**src/rtl/seg_scan_ctrl.sv**
```systemverilog
// Multiplexed 7-segment scan controller with frame-synchronous shadow load.
// Define SEG_SCAN_LZB_EN to enable leading-zero blanking.
module seg_scan_ctrl #(
    parameter int N_DIGITS     = 8,
    parameter int SCAN_DIV     = 1000,
    parameter int BLANK_CYCLES = 2
) (
    input  logic                    clk,
    input  logic                    rst_n,
    input  logic                    enable,
    input  logic [4*N_DIGITS-1:0]   digits,
    input  logic [N_DIGITS-1:0]     dps,
    input  logic                    load,
    output logic                    load_ack,
    output logic [3:0]              num,
    output logic                    dp_out,
    output logic [N_DIGITS-1:0]     sel,
    output logic                    frame_done
);

    localparam int IW = $clog2(N_DIGITS);
    localparam int PW = (SCAN_DIV > 1) ? $clog2(SCAN_DIV) : 1;

    typedef enum logic [1:0] {
        IDLE,
        BLANK,
        DRIVE
    } state_t;

    state_t                  state, state_n;
    logic [PW-1:0]           presc, presc_n;
    logic [IW-1:0]           idx, idx_n;
    logic [4*N_DIGITS-1:0]   shadow_d, shadow_d_n, src_d;
    logic [N_DIGITS-1:0]     shadow_p, shadow_p_n, src_p;
    logic [N_DIGITS-1:0]     sel_n;
    logic [3:0]              num_n;
    logic                    dp_n, ack_n, fd_n;
    logic                    wrap, boundary, cap;

    function automatic logic [3:0] digit_code(
        input logic [4*N_DIGITS-1:0] v,
        input logic [IW-1:0]         i
    );
        logic [3:0] d;
`ifdef SEG_SCAN_LZB_EN
        logic z;
`endif
        d = v[{i, 2'b00} +: 4];
`ifdef SEG_SCAN_LZB_EN
        // Blank only when this digit and every more significant one are zero.
        z = 1'b1;
        for (int j = 0; j < N_DIGITS; j++) begin
            if (j >= int'(i) && v[4*j +: 4] != 4'h0) begin
                z = 1'b0;
            end
        end
        if (i != '0 && z) begin
            d = 4'hF;
        end
`endif
        return d;
    endfunction

    always_ff @(posedge clk or negedge rst_n) begin
        if (!rst_n) begin
            state      <= IDLE;
            presc      <= '0;
            idx        <= '0;
            shadow_d   <= '0;
            shadow_p   <= '0;
            sel        <= '1;
            num        <= 4'hF;
            dp_out     <= 1'b0;
            load_ack   <= 1'b0;
            frame_done <= 1'b0;
        end else begin
            state      <= state_n;
            presc      <= presc_n;
            idx        <= idx_n;
            shadow_d   <= shadow_d_n;
            shadow_p   <= shadow_p_n;
            sel        <= sel_n;
            num        <= num_n;
            dp_out     <= dp_n;
            load_ack   <= ack_n;
            frame_done <= fd_n;
        end
    end

    always_comb begin
        state_n    = state;
        presc_n    = presc;
        idx_n      = idx;
        shadow_d_n = shadow_d;
        shadow_p_n = shadow_p;
        sel_n      = sel;
        num_n      = num;
        dp_n       = dp_out;
        ack_n      = 1'b0;
        fd_n       = 1'b0;

        wrap     = (presc == PW'(SCAN_DIV - 1));
        boundary = (state != IDLE) && wrap
                   && (idx == IW'(N_DIGITS - 1));
        // Blocking on load_ack keeps a load held through its ack cycle from re-capturing.
        cap      = load && !load_ack
                   && ((state == IDLE) || boundary);
        src_d    = cap ? digits : shadow_d;
        src_p    = cap ? dps : shadow_p;

        if (cap) begin
            shadow_d_n = digits;
            shadow_p_n = dps;
            ack_n      = 1'b1;
        end

        unique case (state)
            IDLE: begin
                presc_n = '0;
                idx_n   = '0;
                sel_n   = '1;
                num_n   = 4'hF;
                dp_n    = 1'b0;
                if (enable) begin
                    state_n = BLANK;
                    num_n   = digit_code(src_d, '0);
                    dp_n    = src_p[0];
                end
            end
            BLANK, DRIVE: begin
                if (!enable) begin
                    state_n = IDLE;
                    presc_n = '0;
                    idx_n   = '0;
                    sel_n   = '1;
                    num_n   = 4'hF;
                    dp_n    = 1'b0;
                end else if (wrap) begin
                    state_n = BLANK;
                    presc_n = '0;
                    idx_n   = boundary ? '0 : idx + 1'b1;
                    sel_n   = '1;
                    num_n   = digit_code(src_d, idx_n);
                    dp_n    = src_p[idx_n];
                    fd_n    = boundary;
                end else begin
                    presc_n = presc + 1'b1;
                    if (int'(presc) + 1 >= BLANK_CYCLES) begin
                        state_n    = DRIVE;
                        sel_n      = '1;
                        sel_n[idx] = 1'b0;
                    end else begin
                        state_n = BLANK;
                        sel_n   = '1;
                    end
                end
            end
            default: begin
                state_n = IDLE;
            end
        endcase
    end

endmodule
```
**config.mk**
```make
export PLATFORM = sky130hd
export DESIGN_NAME = seg_scan_ctrl
export DESIGN_NICKNAME = d
export VERILOG_FILES = /design/src/rtl/seg_scan_ctrl.sv
export SDC_FILE = /design/constraint.sdc
export NUM_CORES = 1
export LEC_CHECK = 0
export BUFFER_PORTS_ARGS = -buffer_cell sky130_fd_sc_hd__buf_2
export CORE_MARGIN = 2
export CORE_UTILIZATION = 25
export DETAILED_ROUTE_END_ITERATION = 6
export HOLD_SLACK_MARGIN = 0.02
export SETUP_SLACK_MARGIN = 0.2
export SLEW_MARGIN = 15
export SYNTH_ARGS = -nofsm -noshare
export SYNTH_HDL_FRONTEND = slang
export SYNTH_SLANG_ARGS = --single-unit
```
**constraint.sdc**
```tcl
create_clock -name clk -period 2.3 [get_ports clk]
set_input_delay 0.23 -clock clk [delete_from_list [all_inputs] [get_ports clk]]
set_output_delay 0.23 -clock clk [all_outputs]
set_load 0.02 [all_outputs]
```
# Word-level counts from Yosys, hierarchy flattened
# Cells that the tools add are included.
classes:
  addsub: 3
  shifts: 1
  reduce_logical: 12
  mux: 34
  eq_ne: 6
  magnitude_cmp: 4
  n_bitwise: 1
op_table:
  columns: ["op", "n"]
  rows:
  - ["2-to-1 mux 32 bit", 1]
  - ["2-to-1 mux 8 bit", 4]
  - ["indexed part select 32 x 6 -> 4 bit", 1]
  - ["2-to-1 mux 10 bit", 2]
  - ["case mux 10 bit (2 select lines)", 1]
  - ["case mux 8 bit (2 select lines)", 1]
  - ["2-to-1 mux 4 bit", 3]
  - ["adder 10 x 1 -> 11 bit, second input constant", 1]
  - ["greater-or-equal comparator 11 x 2 -> 1 bit, second input constant", 1]
  - ["adder 10 x 1 -> 10 bit, second input constant", 1]
  - ["== test 10 bit, second input constant", 1]
  - ["2-to-1 mux 1 bit", 9]
  - ["2-to-1 mux 3 bit", 3]
  - ["less-than comparator 3 x 4 -> 1 bit, second input constant", 2]
  - ["2-to-1 mux 2 bit", 4]
  - ["inverter 8 bit", 1]
  - ["case mux 4 bit (2 select lines)", 1]
  - ["case mux 3 bit (2 select lines)", 1]
  - ["logical AND 1 bit", 5]
  - ["case mux 2 bit (2 select lines)", 1]
  - ["nonzero test 2 bit", 2]
  - ["adder 3 x 1 -> 3 bit, second input constant", 1]
  - ["binary-select mux 1 bit (select 3 bit)", 1]
  - ["demux 1 bit (select 3 bit)", 1]
  - ["other kinds (12)", 12]
word_totals:
  reg_bits: 70
  output_inout_bits: 15
  wordCells: 71

# Logic depth before layout (Yosys ltp)
# Gate-level depths: netlist of the first run.
depth:
  ltp_word: 11
  mapped_depth: 10
  depth_no_buf: 9

# Worst setup path before layout of the first run
# Ideal clock, no wire load.
synth_timing:
  path_type: "reg-to-reg"
  from: "register presc[0]"
  to: "register dp_out"
  path_slack_ns: -0.157
  required_ns: 2.160
  stages_incl_launch_ff: 11
  t_arrival_ns: 2.317
  cell_sequence: "dfrtp_1 > ha_1 > buf_2 > and4bb_2 > nand3_4 > o21ai_4 > buf_6 > mux2_2 > mux2_2 > nand3_1 > a41oi_2"
synth_via:
  elab_chain_len: 11
  elab_cells_between_ends: 15
synth_lines:
  columns: ["item", "line_no", "source"]
  rows:
  - ["start: declaration", "31", "logic [PW-1:0] presc, presc_n;"]
  - ["start signal: assignment", "78", "presc <= presc_n;"]
  - ["== test 10 bit *", "102", "wrap = (presc == PW'(SCAN_DIV - 1));"]
  - ["logical AND 1 bit", "103", "boundary = (state != IDLE) && wrap"]
  - ["logical AND 1 bit", "104", "&& (idx == IW'(N_DIGITS - 1));"]
  - ["logical OR 1 bit", "107", "&& ((state == IDLE) || boundary);"]
  - ["logical AND 1 bit", "107", null]
  - ["2-to-1 mux 8 bit", null, null]
  - ["binary-select mux 1 bit (select 3 bit)", "144", "dp_n = src_p[idx_n];"]
  - ["2-to-1 mux 1 bit (not written as such)", "144", null]
  - ["2-to-1 mux 1 bit", "138", "end else if (wrap) begin"]
  - ["2-to-1 mux 1 bit", "131", "if (!enable) begin"]
  - ["case mux 1 bit (2 select lines)", "117", "unique case (state)"]
  - ["end signal: assignment", "84", "dp_out <= dp_n;"]
  - ["end: declaration", "16", "output logic dp_out,"]
# Every way passes the cells marked *; elsewhere a longest branch is shown, timed or not. The select of a mux whose other input is x is not followed.
# A chain may end at the register's enable or synchronous reset.

# Final worst setup path of the first run
layout_timing:
  from: "register presc[1]"
  to: "register num[3]"
layout_via:
  elab_chain_len: 10
  elab_cells_between_ends: 14
layout_lines:
  columns: ["item", "line_no", "source"]
  rows:
  - ["== test 10 bit *", "102", null]
  - ["logical AND 1 bit", "103", null]
  - ["logical AND 1 bit", "104", null]
  - ["logical OR 1 bit", "107", null]
  - ["logical AND 1 bit", "107", null]
  - ["2-to-1 mux 32 bit", "108", "src_d = cap ? digits : shadow_d;"]
  - ["indexed part select 32 x 6 -> 4 bit", "48", "d = v[{i, 2'b00} +: 4];"]
  - ["2-to-1 mux 4 bit", "138", null]
  - ["2-to-1 mux 4 bit", "131", null]
  - ["case mux 4 bit (2 select lines)", "117", null]
  - ["end signal: assignment", "83", "num <= num_n;"]
  - ["end: declaration", "15", "output logic [3:0] num,"]
# Marks and branches as above.

==> impl_metrics.csv, run 1 <==
group,metric,value,unit
outcome,status,"finished clean",
worst_setup_path,worstPathArrival,2480,ps
placement,dp_hpwl,6.503,mm
clocking,clkSinkCount,70,
clocking,numCtsBuffers,9,
detailed_routing,drtIter0Drc,110,
hold_path,worstHoldPathType,"primary input to flip-flop",
synthesis,yosysWarnings,0,
floorplan,ios,59,
detailed_routing,wl,9.376,mm
final_layout,final_util,0.3518,
detailed_routing,drtAntennaViolNets,0,
timing,slew-limit-headroom,0.6469,
final_layout,final_cell_mix,"58 x dfrtp_1, 58 x buf_2, 35 x buf_4",
timing,hold_ws,139.9,ps
synthesis,ys_types,53,
detailed_routing,vias_per_cell,4.691,
global_routing,grt_pass1_wl,14.54,mm
synthesis,synthesis.nets,361,
synthesis,synth_seq_cells,70,
final_layout,final_nets,461,
placement,gp_congestion,0.8346,
clocking,clock_latency,330,ps
detailed_routing,vias,2796,
job,cap_violations,0,
global_routing,grt-ovfl-total,0,
clocking,clockBufferDepth,2,
synthesis,syn_area,3568,um^2
timing,max_freq,0.4441,GHz
power_and_ir_drop,powerDensity,1171,nW/um^2
clocking,path_clk_slew,60,ps
timing,tightestPinTransition,527.3,ps
synthesis,yosys-top-cells-area,"dfrtp_1 41%, mux2_2 9.5%, dfstp_2 8.8%, mux2_4 2.9%, mux2i_1 2.5%",
synthesis,syn_inst,311,
synthesis,synth_flop_cell,"dfrtp_1",
global_routing,grt_use_total,0.1268,
global_routing,met1_usage,0.1741,
power_and_ir_drop,pwr-share-clk,0.232,
synthesis,seq_area_frac_synth,0.4951,
global_routing,grt_max_degree,71,
timing,period_minus_slack,2252,ps
floorplan,core_area,13930,um^2
power_and_ir_drop,seq_power_share,0.319,
placement,dpl_cell_area,4300,um^2
clocking,cts_tree,"built",
floorplan,start_util,0.2561,
synthesis,synth.avg_cell_area,11.47,um^2
worst_setup_path,criticalPathCategory,"flip-flop to flip-flop",
timing,setup_viol,0,
clocking,clock_tree.root_cell,"clkbuf_16",
worst_setup_path,cp-start-kind,"flip-flop",
global_routing,grtUsageMet3,0.03183,
timing,period_share,0.9789,
global_routing,use_met2,0.1944,
synthesis,async_reset_ff_frac,1.000,
synthesis,synth_edf_count,0,
timing,timing.final.hold_violations,0,
timing,tns,0,ps
detailed_routing,drc,0,
synthesis,netlist.area_leader.share,0.4067,
power_and_ir_drop,internal_power,0.003918,W
final_layout,layout-drive-gt1-share,0.4591,
detailed_routing,wl_per_cell,15.73,um
placement,portBuffers,58,
power_and_ir_drop,combPwrFrac,0.449,
clocking,htree_levels,3,
power_and_ir_drop,leakage,2.125,nW
power_and_ir_drop,vdd_drop_max,0.0005210,V
power_and_ir_drop,p_sw,0.001825,W
timing,fin_skew,6.242,ps
floorplan,die_y,123.5,um
detailed_routing,drt_pass1_iterations,4,
worst_setup_path,crit_fanout,15,
final_layout,area_delta_synth_final,37.38,%
global_routing,grt_pass1_vias,2775,
floorplan,die_area,15240,um^2
floorplan,rows,43,
global_routing,grt_antenna_before_repair,0,
final_layout,n_antenna_cell,0,
power_and_ir_drop,switching_share,0.3178,
power_and_ir_drop,total_power,0.005743,W
timing,rsz0062_at_grt,"true",
final_layout,postLayoutCellArea,4902,um^2
synthesis,synth.largest_area_cell,"dfrtp_1",
global_routing,top_usage_layer,"met2",
timing,drv_slew,0,
floorplan,die_w,123.5,um
worst_setup_path,end_kind,"flip-flop",
worst_setup_path,worstPathRequired,2530,ps
## power by group through the flow
stage / Sequential, W / Combinational (W) / Clock [W]
global route: 0.00188 / 0.00278 / 0.00142
floorplan: 0.00185 / 0.00161 / 0
global placement: 0.00183 / 0.00207 / 0
finish: 0.00183 / 0.00258 / 0.00133
CTS: 0.00183 / 0.00246 / 0.00136
detailed placement: 0.00184 / 0.00212 / 0
## logic make-up after synthesis
| kind of cell | Yosys count | synth area share |
|---|---|---|
| multiplexers | 50 | 0.1620 |
| XOR/XNOR | 3 | 0.007365 |
| buffers and inverters | 30 | 0.04628 |
| flip-flops | 70 | 0.4951 |
| AO/OA/AOI/OAI | 71 | 0.1480 |
| adder cells (fa/ha/maj) | 6 | 0.02104 |
| AND/OR/NAND/NOR | 81 | 0.1203 |
## worst paths after layout
path	from	end	slack, ps	cells after the start
worst max-delay path	presc[1]	num[3]	50	10
worst min-delay path	digits[23]	shadow_d[23]	140	2
worst max register to register	presc[1]	num[3]	50	10
worst min register to register	sel[7]	sel[7]	460	2
max in group asynchronous	rst_n	num[0]	1500	3
min in group asynchronous	rst_n	presc[7]	460	3
## sequential cells by signal (all words and copies together), names as in the netlist
register and flops:
presc 10, load_ack 1, shadow_d 32, state 2
shadow_p 8, dp_out 1, idx 3, sel 8
frame_done 1, num 4
## layout make-up
class                           instances  area (um^2)
Clock buffer                           12        236.5
Multi-Input combinational cell        211         1760
Sequential cell                        70         1767
Timing Repair Buffer                  106        817.0
Tap cell                              180        225.2
Inverter                               13        48.80
Clock inverter                          4        47.55
Fill cell                            1340         9032
## timing repair
| action | 4_1_cts | 5_1_grt |
|---|---|---|
| pin swaps | 7 | 7 |
| hold buffers | 1 | 0 |
| endpoints found under the hold margin | 58 | 0 |
| setup endpoints to repair | 9 | 24 |
| cloned | 3 | 1 |
| gates resized for setup | 12 | 22 |
| buffers inserted | 8 | 3 |
## through the flow
| stage | std cells | worst slack [ps] |
|---|---|---|
| global placement | 564 | 68.06 |
| global route | 596 | -54.36 |
| finish | 596 | 48.48 |
| floorplan | 311 | -115.2 |
| CTS | 592 | 60.07 |
| detailed placement | 564 | -14.62 |
## layer usage
layer	share of wire	up-vias	wire, um
met5	0	-	0
met1	0.48	1388	4491
li1	-	1353	-
met2	0.48	49	4461
met4	0.013	0	124
met3	0.032	6	299
## synth_stat cells (all sizes together) (7+ instances only)
cell type / count
dfrtp: 58
nand2b: 8
a21oi: 11
nor2b: 7
dfstp: 12
nand2: 16
clkbuf: 8
buf: 9
inv: 12
mux2i: 9
nand3: 10
o21ai: 15
mux2: 41
nor2: 19
## critical path: stages, from the launching register on
cell and delay (ps):
dfrtp_1 350, ha_2 180, and4bb_2 270, nand3_4 80, o21ai_4 160, buf_12 140, buf_12 160, mux2_2 360
mux2i_1 160, o32a_1 190, a41oi_1 110
Note: power is estimated with default switching activity, not from simulation.
==> run 2, diff against run 1 <==
--- a/config.mk
+++ b/config.mk
@@ -7,9 +7,10 @@
 export LEC_CHECK = 0
 export BUFFER_PORTS_ARGS = -buffer_cell sky130_fd_sc_hd__buf_2
 export CORE_MARGIN = 2
-export CORE_UTILIZATION = 25
+export CORE_UTILIZATION = 51
 export DETAILED_ROUTE_END_ITERATION = 6
 export HOLD_SLACK_MARGIN = 0.02
+export PLACE_DENSITY = 0.76
 export SETUP_SLACK_MARGIN = 0.2
 export SLEW_MARGIN = 15
 export SYNTH_ARGS = -nofsm -noshare
==> impl_metrics.csv, run 2 (synthesis gave the netlist of run 1 again) <==
group,metric,value,unit
outcome,status,"finished clean",
floorplan,rows,30,
global_routing,grt_max_degree,27,
final_layout,layout-drive-gt1-share,0.4719,
floorplan,die_w,87.65,um
final_layout,top_register,"shadow_d",
timing,fin_skew,12.02,ps
worst_setup_path,cp_top_family,"compound AO/OA/AOI/OAI gates",
worst_setup_path,slowest_stage,"dfrtp_1",
global_routing,grt-ovfl-total,0,
timing,period_minus_slack,2297,ps
detailed_routing,drtAntennaViolNets,0,
final_layout,final_nets,454,
final_layout,area_delta_synth_final,29.35,%
power_and_ir_drop,combPwrFrac,0.449,
worst_setup_path,worstPathArrival,2570,ps
timing,max_freq,0.4353,GHz
timing,tightestPinTransition,543.0,ps
clocking,clkSinkCount,70,
timing,slew-limit-headroom,0.6380,
power_and_ir_drop,switching_share,0.3362,
power_and_ir_drop,powerDensity,1161,nW/um^2
final_layout,largest_register_ff_count,32,
final_layout,final_util,0.6794,
timing,tns,0,ps
worst_setup_path,crit_fanout,26,
worst_setup_path,cp-start-kind,"flip-flop",
final_layout,layout.cells.non_filler,505,
timing,period_share,0.9988,
global_routing,grt_use_total,0.2194,
worst_setup_path,worstPathRequired,2580,ps
detailed_routing,wl_per_cell,16.54,um
worst_setup_path,cp_cell_sequence,"ha_2 -> and4bb_2 -> nand3_4 -> o21ai_4 -> buf_12 -> mux2_4 -> mux2i_1 -> o32a_1 -> a41oi_1",
global_routing,grt_pass1_wl,12.92,mm
timing,rsz0062_at_grt,"true",
worst_setup_path,criticalPathCategory,"flip-flop to flip-flop",
floorplan,core_area,6794,um^2
power_and_ir_drop,p_sw,0.001802,W
hold_path,worstHoldPathType,"primary input to flip-flop",
floorplan,ios,59,
timing,timing.final.hold_violations,0,
global_routing,grt_antenna_before_repair,0,
clocking,numCtsBuffers,9,
floorplan,die_area,7682,um^2
detailed_routing,drtIter0Drc,219,
power_and_ir_drop,vdd_drop_max,0.0006221,V
clocking,clock_latency,370,ps
timing,drv_slew,0,
job,cap_violations,0,
clocking,htree_levels,3,
placement,dp_cells,478,
detailed_routing,drc,0,
power_and_ir_drop,total_power,0.005359,W
clocking,clockBufferDepth,2,
power_and_ir_drop,seq_power_share,0.340,
final_layout,fillers,499,
power_and_ir_drop,internal_power,0.003558,W
worst_setup_path,end_kind,"flip-flop",
placement,dp_hpwl,5.678,mm
detailed_routing,wl,8.354,mm
power_and_ir_drop,pwr-share-clk,0.211,
clocking,path_clk_slew,90,ps
detailed_routing,vias,2811,
final_layout,final_cell_mix,"58 x dfrtp_1, 58 x buf_2, 34 x buf_4",
worst_setup_path,crit_buf_inv,1,
detailed_routing,drt_pass1_iterations,4,
worst_setup_path,slowest_delay,360,ps
detailed_routing,vias_per_cell,5.566,
floorplan,start_util,0.5252,
global_routing,grt_pass1_vias,2598,
timing,hold_ws,102.3,ps
clocking,clock_tree.root_cell,"clkbuf_8",
timing,setup_viol,0,
power_and_ir_drop,leakage,2.029,nW
clocking,cts_tree,"built",
final_layout,reg.largest.list,"shadow_d: 32 flops, presc: 10 flops",
placement,portBuffers,58,
floorplan,die_y,87.65,um
placement,gp_congestion,0.8872,
final_layout,n_antenna_cell,0,
[run 2: cell type report]
cell class | instances | area, um^2 | share of cell area
multi-input cells | 211 | 1792 | 0.3882
flip-flops and latches | 70 | 1767 | 0.3828
repair buffers | 99 | 666.9 | 0.1445
clock buffers | 10 | 127.6 | 0.02765
well taps | 96 | 120.1 | 0.02602
clock inverters | 6 | 93.84 | 0.02033
inverters | 13 | 48.80 | 0.01057
[run 2: per-stage QoR]
step / setup WS (ps) / area, um^2
after floorplan: -115.2 / 3643
after global placement: 99.74 / 4168
after detailed placement: 35.81 / 4168
after CTS: 53.39 / 4407
after global routing: -96.18 / 4616
final: 2.736 / 4616
[run 2: what timing repair did]
| action | 4_1_cts | 5_1_grt |
|---|---|---|
| hold buffers | 1 | 0 |
| hold endpoints to repair | 15 | 0 |
| pin swaps | 1 | 6 |
| resized for setup | 2 | 42 |
| endpoints found under the setup margin | 9 | 20 |
| setup buffers | 0 | 9 |
| cloned | 0 | 1 |
[run 2: routing by layer]
layer / track usage / part of all wire / up-vias
met5: 0 / 0 / -
met3: 0.04713 / 0.045 / 13
met1: 0.3231 / 0.47 / 1391
met2: 0.3175 / 0.47 / 83
met4: 0.08671 / 0.021 / 0
li1: - / - / 1324
[run 2: worst paths after layout]
path / startpoint / end / slack (ps) / depth (start not counted)
max: presc[0] / num[3] / 3 / 9
min: digits[31] / shadow_d[31] / 100 / 2
max reg2reg: presc[0] / num[3] / 3 / 9
min reg2reg: sel[6] / sel[6] / 460 / 2
max in group asynchronous: rst_n / num[1] / 1150 / 3
min in group asynchronous: rst_n / shadow_d[26] / 380 / 2
[run 2: power groups by stage]
stage                     clock network (W)  logic (W)  registers (W)
after global routing                0.00120    0.00260        0.00186
after floorplan                           0    0.00161        0.00185
final                               0.00113    0.00241        0.00182
after global placement                    0    0.00201        0.00183
after detailed placement                  0    0.00207        0.00184
after CTS                           0.00114    0.00210        0.00182
==> run 3, diff against run 2 <==
--- a/config.mk
+++ b/config.mk
@@ -11,8 +11,9 @@
 export DETAILED_ROUTE_END_ITERATION = 6
 export HOLD_SLACK_MARGIN = 0.02
 export PLACE_DENSITY = 0.76
+export RECOVER_POWER = 25
 export SETUP_SLACK_MARGIN = 0.2
-export SLEW_MARGIN = 15
+export SLEW_MARGIN = 20
 export SYNTH_ARGS = -nofsm -noshare
 export SYNTH_HDL_FRONTEND = slang
 export SYNTH_SLANG_ARGS = --single-unit
==> impl_metrics.csv, run 3 (synthesis gave the netlist of run 1 again) <==
group,metric,value,unit
final_layout,reg.largest.list,"shadow_d: 32 flops, presc: 10 flops",
global_routing,grt_max_degree,27,
power_and_ir_drop,leakage,2.013,nW
final_layout,layout.cells.non_filler,505,
worst_setup_path,crit_fanout,26,
floorplan,start_util,0.5252,
timing,hold_ws,103.5,ps
worst_setup_path,worstPathRequired,2580,ps
detailed_routing,drtIter0Drc,213,
hold_path,worstHoldPathType,"primary input to flip-flop",
detailed_routing,wl,8.357,mm
timing,rsz0062_at_grt,"true",
timing,tns,0,ps
clocking,htree_levels,3,
timing,max_freq,0.4359,GHz
job,cap_violations,0,
placement,dp_cells,478,
final_layout,layout_commonest_cell,"dfrtp_1",
timing,setup_slack,5.867,ps
worst_setup_path,cp-start-kind,"flip-flop",
timing,tightestPinTransition,1309,ps
power_and_ir_drop,vdd_drop_max,0.0006228,V
outcome,status,"finished clean",
timing,setup_viol,0,
clocking,cts_tree,"built",
floorplan,die_w,87.65,um
timing,period_share,0.9974,
floorplan,rows,30,
clocking,numCtsBuffers,9,
worst_setup_path,slowest_stage,"dfrtp_1",
global_routing,grt_antenna_before_repair,0,
timing,fin_skew,10.97,ps
final_layout,final_cell_mix,"58 x dfrtp_1, 54 x buf_2, 33 x buf_4",
global_routing,grt_pass1_vias,2598,
detailed_routing,drc,0,
detailed_routing,drtAntennaViolNets,0,
placement,gp_congestion,0.8872,
worst_setup_path,criticalPathCategory,"flip-flop to flip-flop",
placement,portBuffers,58,
floorplan,core_area,6794,um^2
timing,drv_slew,0,
floorplan,die_y,87.65,um
final_layout,n_antenna_cell,0,
floorplan,die_area,7682,um^2
worst_setup_path,end_kind,"flip-flop",
detailed_routing,wl_per_cell,16.55,um
final_layout,area_delta_synth_final,29.14,%
floorplan,ios,59,
global_routing,grt_use_total,0.2194,
detailed_routing,vias_per_cell,5.590,
clocking,clock_latency,370,ps
clocking,clock_tree.root_cell,"clkbuf_8",
clocking,clkSinkCount,70,
clocking,clockBufferDepth,2,
final_layout,largest_register_ff_count,32,
placement,post-place-ws,35.81,ps
detailed_routing,vias,2823,
worst_setup_path,cp_cell_sequence,"ha_2 -> and4bb_2 -> nand3_4 -> o21ai_4 -> buf_12 -> mux2_4 -> mux2i_1 -> o32a_1 -> a41oi_1",
final_layout,layout-drive-gt1-share,0.4621,
final_layout,top_register,"shadow_d",
worst_setup_path,slowest_delay,360,ps
global_routing,grt_pass1_wl,12.92,mm
timing,slew-limit-headroom,0.1271,
timing,timing.final.hold_violations,0,
clocking,path_clk_slew,80,ps
timing,period_minus_slack,2294,ps
power_and_ir_drop,powerDensity,1162,nW/um^2
placement,dp_hpwl,5.678,mm
global_routing,grt-ovfl-total,0,
final_layout,final_nets,454,
power_and_ir_drop,total_power,0.005354,W
detailed_routing,drt_pass1_iterations,4,
worst_setup_path,worstPathArrival,2570,ps
run 3: cell type report:
class | instances | area, um^2
fillers | 504 | 2186
clock buffers | 10 | 127.6
clock inverters | 6 | 93.84
inverters | 13 | 48.80
multi-input cells | 211 | 1792
well taps | 96 | 120.1
flip-flops and latches | 70 | 1767
repair buffers | 99 | 659.4
run 3: metal layers:
metal,vias up,wire (um),GRT usage,part of all wire
met5,-,0,0,0
met4,0,190,0.08671,0.023
met3,16,351,0.04713,0.042
met2,79,3856,0.3175,0.46
met1,1403,3958,0.3231,0.47
li1,1325,-,-,-
run 3: report_power, final:
| part | internal [W] | total (W) | switching (W) |
|---|---|---|---|
| combinational | 0.00125 | 0.00240 | 0.00115 |
| sequential | 0.00168 | 0.00182 | 0.000143 |
| clock | 0.000620 | 0.00113 | 0.000508 |
run 3: what timing repair did:
action,in CTS,in global routing
cloned,0,1
endpoints found under the setup margin,9,20
setup buffers,0,9
hold endpoints to repair,15,0
hold buffers,1,0
gates resized for setup,2,42
pin swaps,1,6
run 3: final timing paths:
check	from	end	slack (ps)	depth (start not counted)
max	presc[0]	num[3]	6	9
min	digits[31]	shadow_d[31]	100	2
max reg2reg	presc[0]	num[3]	6	9
min reg2reg	sel[6]	sel[6]	460	2
max in group asynchronous	rst_n	shadow_d[0]	380	3
min in group asynchronous	rst_n	shadow_d[26]	690	2
run 3: metrics by stage:
stage            util  area (um^2)
6_report       0.6783         4608
5_1_grt        0.6783         4608
4_1_cts        0.6486         4407
3_5_place_dp   0.6134         4168
3_3_place_gp   0.6134         4168
2_1_floorplan       -         3643
run 3: worst max-delay path, delay by kind of cell, from the launching register on:
kind	cells	cell delay, ps
compound gates	3	550
mux	2	490
simple gates	2	370
flops	1	360
buf+inv	1	240
fa+ha+maj	1	180
